### src/rtl/mac_pe.sv
// -----------------------------------------------------------------------------
// mac_pe : multiply-accumulate processing element for the CNN PE array.
//
// Sums KERNEL_LEN signed featuremap*weight products for each output pixel.
// The sum is then shifted right by FRAC_BITS (floor), saturated to OUT_W bits
// and emitted with a one-cycle valid strobe. The last pair of a window
// appears on the output two clock edges after it is accepted.
//
// Optional build macro:
//   MAC_PE_RELU_EN  when defined, a ReLU is applied after saturation. A
//                   negative result becomes 0 with sat_flag cleared.
//
// Ports:
//   clk                in   rising-edge clock
//   reset              in   synchronous, active-high; overrides start
//   start              in   enable; low flushes the pipeline and the window
//   in_valid           in   operand pair valid this cycle
//   input_featuremap   in   [DATA_W]   signed activation
//   weight             in   [WEIGHT_W] signed weight
//   out_valid          out  one-cycle strobe, output_featuremap is new
//   output_featuremap  out  [OUT_W] signed requantised result
//   sat_flag           out  result was clipped, valid with out_valid
//   busy               out  window partly accumulated or product in flight
// -----------------------------------------------------------------------------
module mac_pe #(
  parameter int DATA_W     = 16,
  parameter int WEIGHT_W   = 16,
  parameter int OUT_W      = 16,
  parameter int FRAC_BITS  = 10,
  parameter int KERNEL_LEN = 9,
  parameter int ACC_W      = 40
) (
  input  logic                       clk,
  input  logic                       reset,
  input  logic                       start,
  input  logic                       in_valid,
  input  logic signed [DATA_W-1:0]   input_featuremap,
  input  logic signed [WEIGHT_W-1:0] weight,
  output logic                       out_valid,
  output logic signed [OUT_W-1:0]    output_featuremap,
  output logic                       sat_flag,
  output logic                       busy
);

  localparam int PROD_W = DATA_W + WEIGHT_W;
  localparam int CNT_W  = (KERNEL_LEN > 1) ? $clog2(KERNEL_LEN) : 1;

  localparam logic [CNT_W-1:0] LAST_TAP = CNT_W'(KERNEL_LEN - 1);

  // Output range limits, written in accumulator width so they compare
  // directly against the shifted sum.
  localparam logic signed [ACC_W-1:0] OUT_MAX =
    {{(ACC_W - OUT_W + 1){1'b0}}, {(OUT_W - 1){1'b1}}};
  localparam logic signed [ACC_W-1:0] OUT_MIN =
    {{(ACC_W - OUT_W + 1){1'b1}}, {(OUT_W - 1){1'b0}}};

  // Stage 1: product register
  logic signed [PROD_W-1:0] prod;
  logic                     p_valid;

  // Stage 2: window accumulator
  logic signed [ACC_W-1:0]  acc;
  logic        [CNT_W-1:0]  cnt;
  logic signed [ACC_W-1:0]  sum;
  logic                     last_tap;

  // Completed window sum, handed to the output stage
  logic signed [ACC_W-1:0]  s_sum;
  logic                     s_valid;

  // Stage 3: requantisation
  logic signed [ACC_W-1:0]  q;
  logic signed [OUT_W-1:0]  res;
  logic                     res_sat;

  // The first tap of a window starts from zero rather than from acc. The
  // accumulator therefore never needs a clear cycle between windows.
  // NOTE: every always_comb output gets a default first so no path can infer a latch.
  always_comb begin
    sum      = '0;
    last_tap = 1'b0;
    sum      = ((cnt == '0) ? '0 : acc) + ACC_W'(prod);
    last_tap = (cnt == LAST_TAP);
  end

  // Arithmetic shift floors toward -inf. Clipping happens only here.
  always_comb begin
    res     = '0;
    res_sat = 1'b0;
    q       = s_sum >>> FRAC_BITS;
    if (q > OUT_MAX) begin
      res     = OUT_MAX[OUT_W-1:0];
      res_sat = 1'b1;
    end else if (q < OUT_MIN) begin
      res     = OUT_MIN[OUT_W-1:0];
      res_sat = 1'b1;
    end else begin
      res     = q[OUT_W-1:0];
      res_sat = 1'b0;
    end
`ifdef MAC_PE_RELU_EN
    // A negative clip is no longer a clip once ReLU maps it to zero.
    if (res[OUT_W-1]) begin
      res     = '0;
      res_sat = 1'b0;
    end
`endif
  end

  // NOTE: sequential state uses non-blocking assignments only, so every stage samples pre-edge values.
  always_ff @(posedge clk) begin
    if (reset) begin
      prod              <= '0;
      p_valid           <= 1'b0;
      acc               <= '0;
      cnt               <= '0;
      s_sum             <= '0;
      s_valid           <= 1'b0;
      out_valid         <= 1'b0;
      output_featuremap <= '0;
      sat_flag          <= 1'b0;
    end else if (!start) begin
      // The flush drops any partial window. The last result stays visible.
      prod      <= '0;
      p_valid   <= 1'b0;
      acc       <= '0;
      cnt       <= '0;
      s_valid   <= 1'b0;
      out_valid <= 1'b0;
    end else begin
      // Stage 1
      p_valid <= in_valid;
      if (in_valid) begin
        prod <= input_featuremap * weight;
      end

      // Stage 2: acc and cnt hold across gaps in p_valid.
      s_valid <= p_valid && last_tap;
      if (p_valid) begin
        if (last_tap) begin
          s_sum <= sum;
          cnt   <= '0;
        end else begin
          acc <= sum;
          cnt <= cnt + 1'b1;
        end
      end

      // Stage 3
      out_valid <= s_valid;
      if (s_valid) begin
        output_featuremap <= res;
        sat_flag          <= res_sat;
      end
    end
  end

  assign busy = p_valid | (cnt != '0);

endmodule

### config.mk
export PLATFORM = sky130hd
export DESIGN_NAME = mac_pe
export DESIGN_NICKNAME = d
export VERILOG_FILES = /design/src/rtl/mac_pe.sv
export SDC_FILE = /design/constraint.sdc
export NUM_CORES = 1
export LEC_CHECK = 0
export CAP_MARGIN = 25
export CORE_UTILIZATION = 55
export CTS_CLUSTER_DIAMETER = 50
export DETAILED_ROUTE_END_ITERATION = 8
export GPL_ROUTABILITY_DRIVEN = 0
export GPL_TIMING_DRIVEN = 0
export PLACE_DENSITY = 0.82
export SYNTH_ARGS = -nofsm -noshare
export SYNTH_HDL_FRONTEND = slang
export SYNTH_SLANG_ARGS = --single-unit
### constraint.sdc
create_clock -name clk -period 6.95 [get_ports clk]
set_clock_uncertainty 0.1 [all_clocks]
set_input_delay 0.695 -clock clk [delete_from_list [all_inputs] [get_ports clk]]
set_output_delay 0.695 -clock clk [all_outputs]
set_load 0.02 [all_outputs]
==> impl_metrics.csv <==
group,metric,value,unit
status,outcome,"finished clean",
timing,maxSlewViolCount,0,
layout,fillCellCount,2452,
die,ios,55,
worst_setup_path,cp_top_family,"adder cells",
global_routing,grt_max_degree,17,
synthesis,synth_top_area_share,31.15,%
route,viasPerCell,5.713,
die,die_w,177.3,um
route,detail-route-antenna-nets,0,
timing,finalSetupViolations,0,
worst_setup_path,worstPathMaxFanout,10,
die,core,29950,um2
die,initial_core_util,56.42,%
synthesis,synth_cell_type_count,63,
synthesis,synth_edf_count,0,
synthesis,synth_fp_nets,2409,
worst_setup_path,crit_arrival,6.97,ns
route,wl_per_cell,17.01,um
die,die_h,177.3,um
synthesis,yosys.area.top_type,"fa_1",
layout,layout-drive-gt1-share,4.482,%
synthesis,ys_async_sr_fraction,0,%
synthesis,synth_flop_cell,"dfxtp_1",
synthesis,synth_top_cells_by_area,"fa_1 31%, dfxtp_1 15%, ha_1 9.1%",
layout,stdcell_area,18730,um2
layout,syn_to_final_growth,10.82,%
synthesis,syn_inst,1987,
global_routing,grt_antenna_before_repair,0,
clock_tree,clock_tree.root_cell,"clkbuf_16",
layout,n_antenna_cell,0,
placement,pre_cts_slack,-0.8700,ns
timing,rsz0062_at_grt,"false",
die,die-area,31430,um2
global_routing,track_usage,28.33,%
timing,clock.fmax,149.0,MHz
clock_tree,clock-sinks,126,
global_routing,grt_pass1_vias,14721,
timing,finalCriticalPeriod,6.712,ns
synthesis,synth-seq-area-share,14.93,%
timing,relSlewSlack,46.40,%
clock_tree,cts_buffers,17,
die,num_rows,63,
worst_setup_path,crit_type,"input pin to register",
synthesis,ys_warn_count,0,
global_routing,grt.overflow.total,0,
worst_setup_path,cp-start-kind,"input pin",
route,drtPass1Iterations,5,
worst_hold_path,min_path_type,"register to register",
global_routing,grt_first_pass_wirelength,70590,um
flow_run,cap_violations,0,
layout,layout.nets,2484,
timing,hold_viol,0,
synthesis,ys_seq_elements,126,
clock_tree,ctsLongestPathBuffers,2,
placement,numPortBuffers,53,
route,num_vias,14082,
route,drt_iter0_markers,970,
worst_setup_path,crit_required,7.21,ns
route,wl,41920,um
clock_tree,cts_tree,"yes",
timing,fin_crit_sh,96.57,%
clock_tree,htreeDepth,4,
worst_setup_path,critical-path-max-stage-delay,0.54,ns
worst_setup_path,crit_top_cell,"fa_1",
worst_setup_path,crit_chain,"clkdlybuf4s15_1 > buf_2 > nand2_1 > fa_1 > inv_1 > fa_1 > inv_1 > fa_1 > inv_1 > fa_1 > fa_1 > inv_1 > fa_1 > inv_1 > ha_1 > and3_1 > a221o_2 > a211oi_4 > o221a_4 > a21boi_1 > o211a_1 > nor3_1",
clock_tree,clkLatencyLatePin,0.43,ns
route,drcViolationCount,0,
worst_setup_path,cp_slowest_cell,"fa_1",
synthesis,syn_area_per_cell,8.505,um2
timing,fin_ws,0.2382,ns
worst_setup_path,worst-path-buf-inv,7,
clock_tree,path_clk_slew,0.06,ns
timing,tightest_slew,0.8022,ns
placement,post-dp-hpwl,33710,um
synthesis,netlist_area,16900,um2
worst_setup_path,worst_setup_path_end_kind,"register",
placement,placed_area,17920,um2
-- placed cells by master (no fill, tap or decap), types with 4 or more instances in the layout --
master           count
a211oi_1            19
a21o_1              36
a21oi_1            118
a31oi_1              5
and2_1             121
and3_1              16
buf_1                7
buf_4                9
clkbuf_1            52
clkbuf_16           17
clkbuf_2             9
clkbuf_4            18
clkdlybuf4s50_1     23
clkinvlp_4           4
dfxtp_1            126
dlymetal6s2s_1      20
fa_1               261
ha_1               123
inv_1              348
mux2i_1             28
nand2_1            260
nand2b_1            14
nand3_1             26
nand3b_1             8
nand4_1             13
nor2_1             100
nor2b_1             46
nor3_1              13
nor3b_1              6
o211ai_1            24
o21a_1              10
o21ai_0             34
o21ai_1              7
o21bai_1            13
o31ai_1              5
xnor2_1             41
xor2_1              21
-- layer usage --
| metal | vias up | wire length, um | part of all wire [%] | GRT usage, % |
|---|---|---|---|---|
| met5 | - | 0 | 0 | 0 |
| met4 | 0 | 1798 | 4.3 | 12.22 |
| met3 | 150 | 3308 | 7.9 | 4.584 |
| met2 | 607 | 20150 | 48 | 48.03 |
| met1 | 6902 | 16670 | 40 | 35.71 |
| li1 | 6423 | - | - | - |
-- per-stage QoR --
step	hold WS (ns)	utilization [%]	setup TNS, ns	instances
floorplan	0.3273	-	0	1987
global placement	0.3357	59.82	-8.559	2430
detailed placement	0.3417	59.82	-10.23	2430
CTS	0.3505	62.11	0	2463
global route	0.3696	62.52	0	2465
finish	0.3496	62.52	0	2465
-- flip-flops by register name (all words and copies together), names as in the netlist --
name and cells:
output_featuremap 16, cnt 4, acc 40, p_valid 1
s_valid 1, prod 32, sat_flag 1, s_sum 30
out_valid 1
-- path summary, 6_finish.rpt --
kind | from | to | slack [ns] | depth (start not counted)
worst min-delay path | acc[19]$_SDFFE_PP0P_ | acc[19]$_SDFFE_PP0P_ | 0.35 | 2
worst max register to register | cnt[0]$_SDFFE_PP0P_ | acc[39]$_SDFFE_PP0P_ | 1.92 | 16
worst min register to register | acc[19]$_SDFFE_PP0P_ | acc[19]$_SDFFE_PP0P_ | 0.35 | 2
worst max-delay path | weight[9] | prod[28]$_SDFFE_PP0P_ | 0.24 | 22
-- cell families (layout without fill, tap and decap cells) --
group / after synthesis / count (layout) / synth area share (%)
buffers and inverters: 437 / 525 / 9.706
adders and majority gates: 386 / 386 / 40.26
DFF: 126 / 126 / 14.93
AOI/OAI and AO/OA: 309 / 309 / 11.87
muxes: 30 / 30 / 1.784
xor gates and xnor gates: 62 / 62 / 3.213
and+or+nand+nor: 637 / 637 / 18.24
-- worst register-to-register path, stage by stage (launching register included) --
cell and delay, ns:
dfxtp_1 0.32, inv_1 0.11, ha_1 0.20, nor3b_1 0.68, clkbuf_1 0.50, nand2b_1 0.25, inv_1 0.07, ha_1 0.31
a211oi_2 0.33, o211ai_2 0.18, a221oi_4 0.51, nor3_1 0.13, o31ai_1 0.50, a211oi_1 0.22, o21a_1 0.23, o21ai_0 0.17
a21oi_1 0.09
-- cell usage after synthesis (all sizes together), types with 8 or more instances --
cell / n
inv: 348
dfxtp: 126
nand2: 260
o21ai: 41
a211oi: 22
and2: 121
xnor2: 41
nand3: 26
nand3b: 8
ha: 123
nor2b: 46
mux2i: 29
o21a: 10
nor2: 100
o211ai: 26
nand4: 13
o21bai: 13
and3: 16
nand2b: 14
fa: 263
nor3: 13
xor2: 21
clkbuf: 82
a21oi: 119
a21o: 36
-- final cells by class --
type | instances | area [um2] | share of cell area (%)
timing repair buffer | 56 | 568.0 | 3.033
multi-input combinational | 1424 | 12790 | 68.32
tap | 390 | 488.0 | 2.606
sequential | 126 | 2522 | 13.47
inverter | 348 | 1306 | 6.975
clock buffer | 21 | 470.5 | 2.512
clock inverter | 11 | 130.1 | 0.6948
buffer | 89 | 447.9 | 2.392
-- timing repair --
| item | CTS | global route |
|---|---|---|
| resized for setup | 57 | 84 |
| cloned | 0 | 0 |
| setup buffers | 1 | 1 |
| endpoints found under the setup margin | 14 | 15 |
| pin swaps | 2 | 2 |
| hold buffers | 0 | 0 |
Power is not shown: default switching activity piles up to over one toggle a cycle in this logic, so the estimate is an artifact.
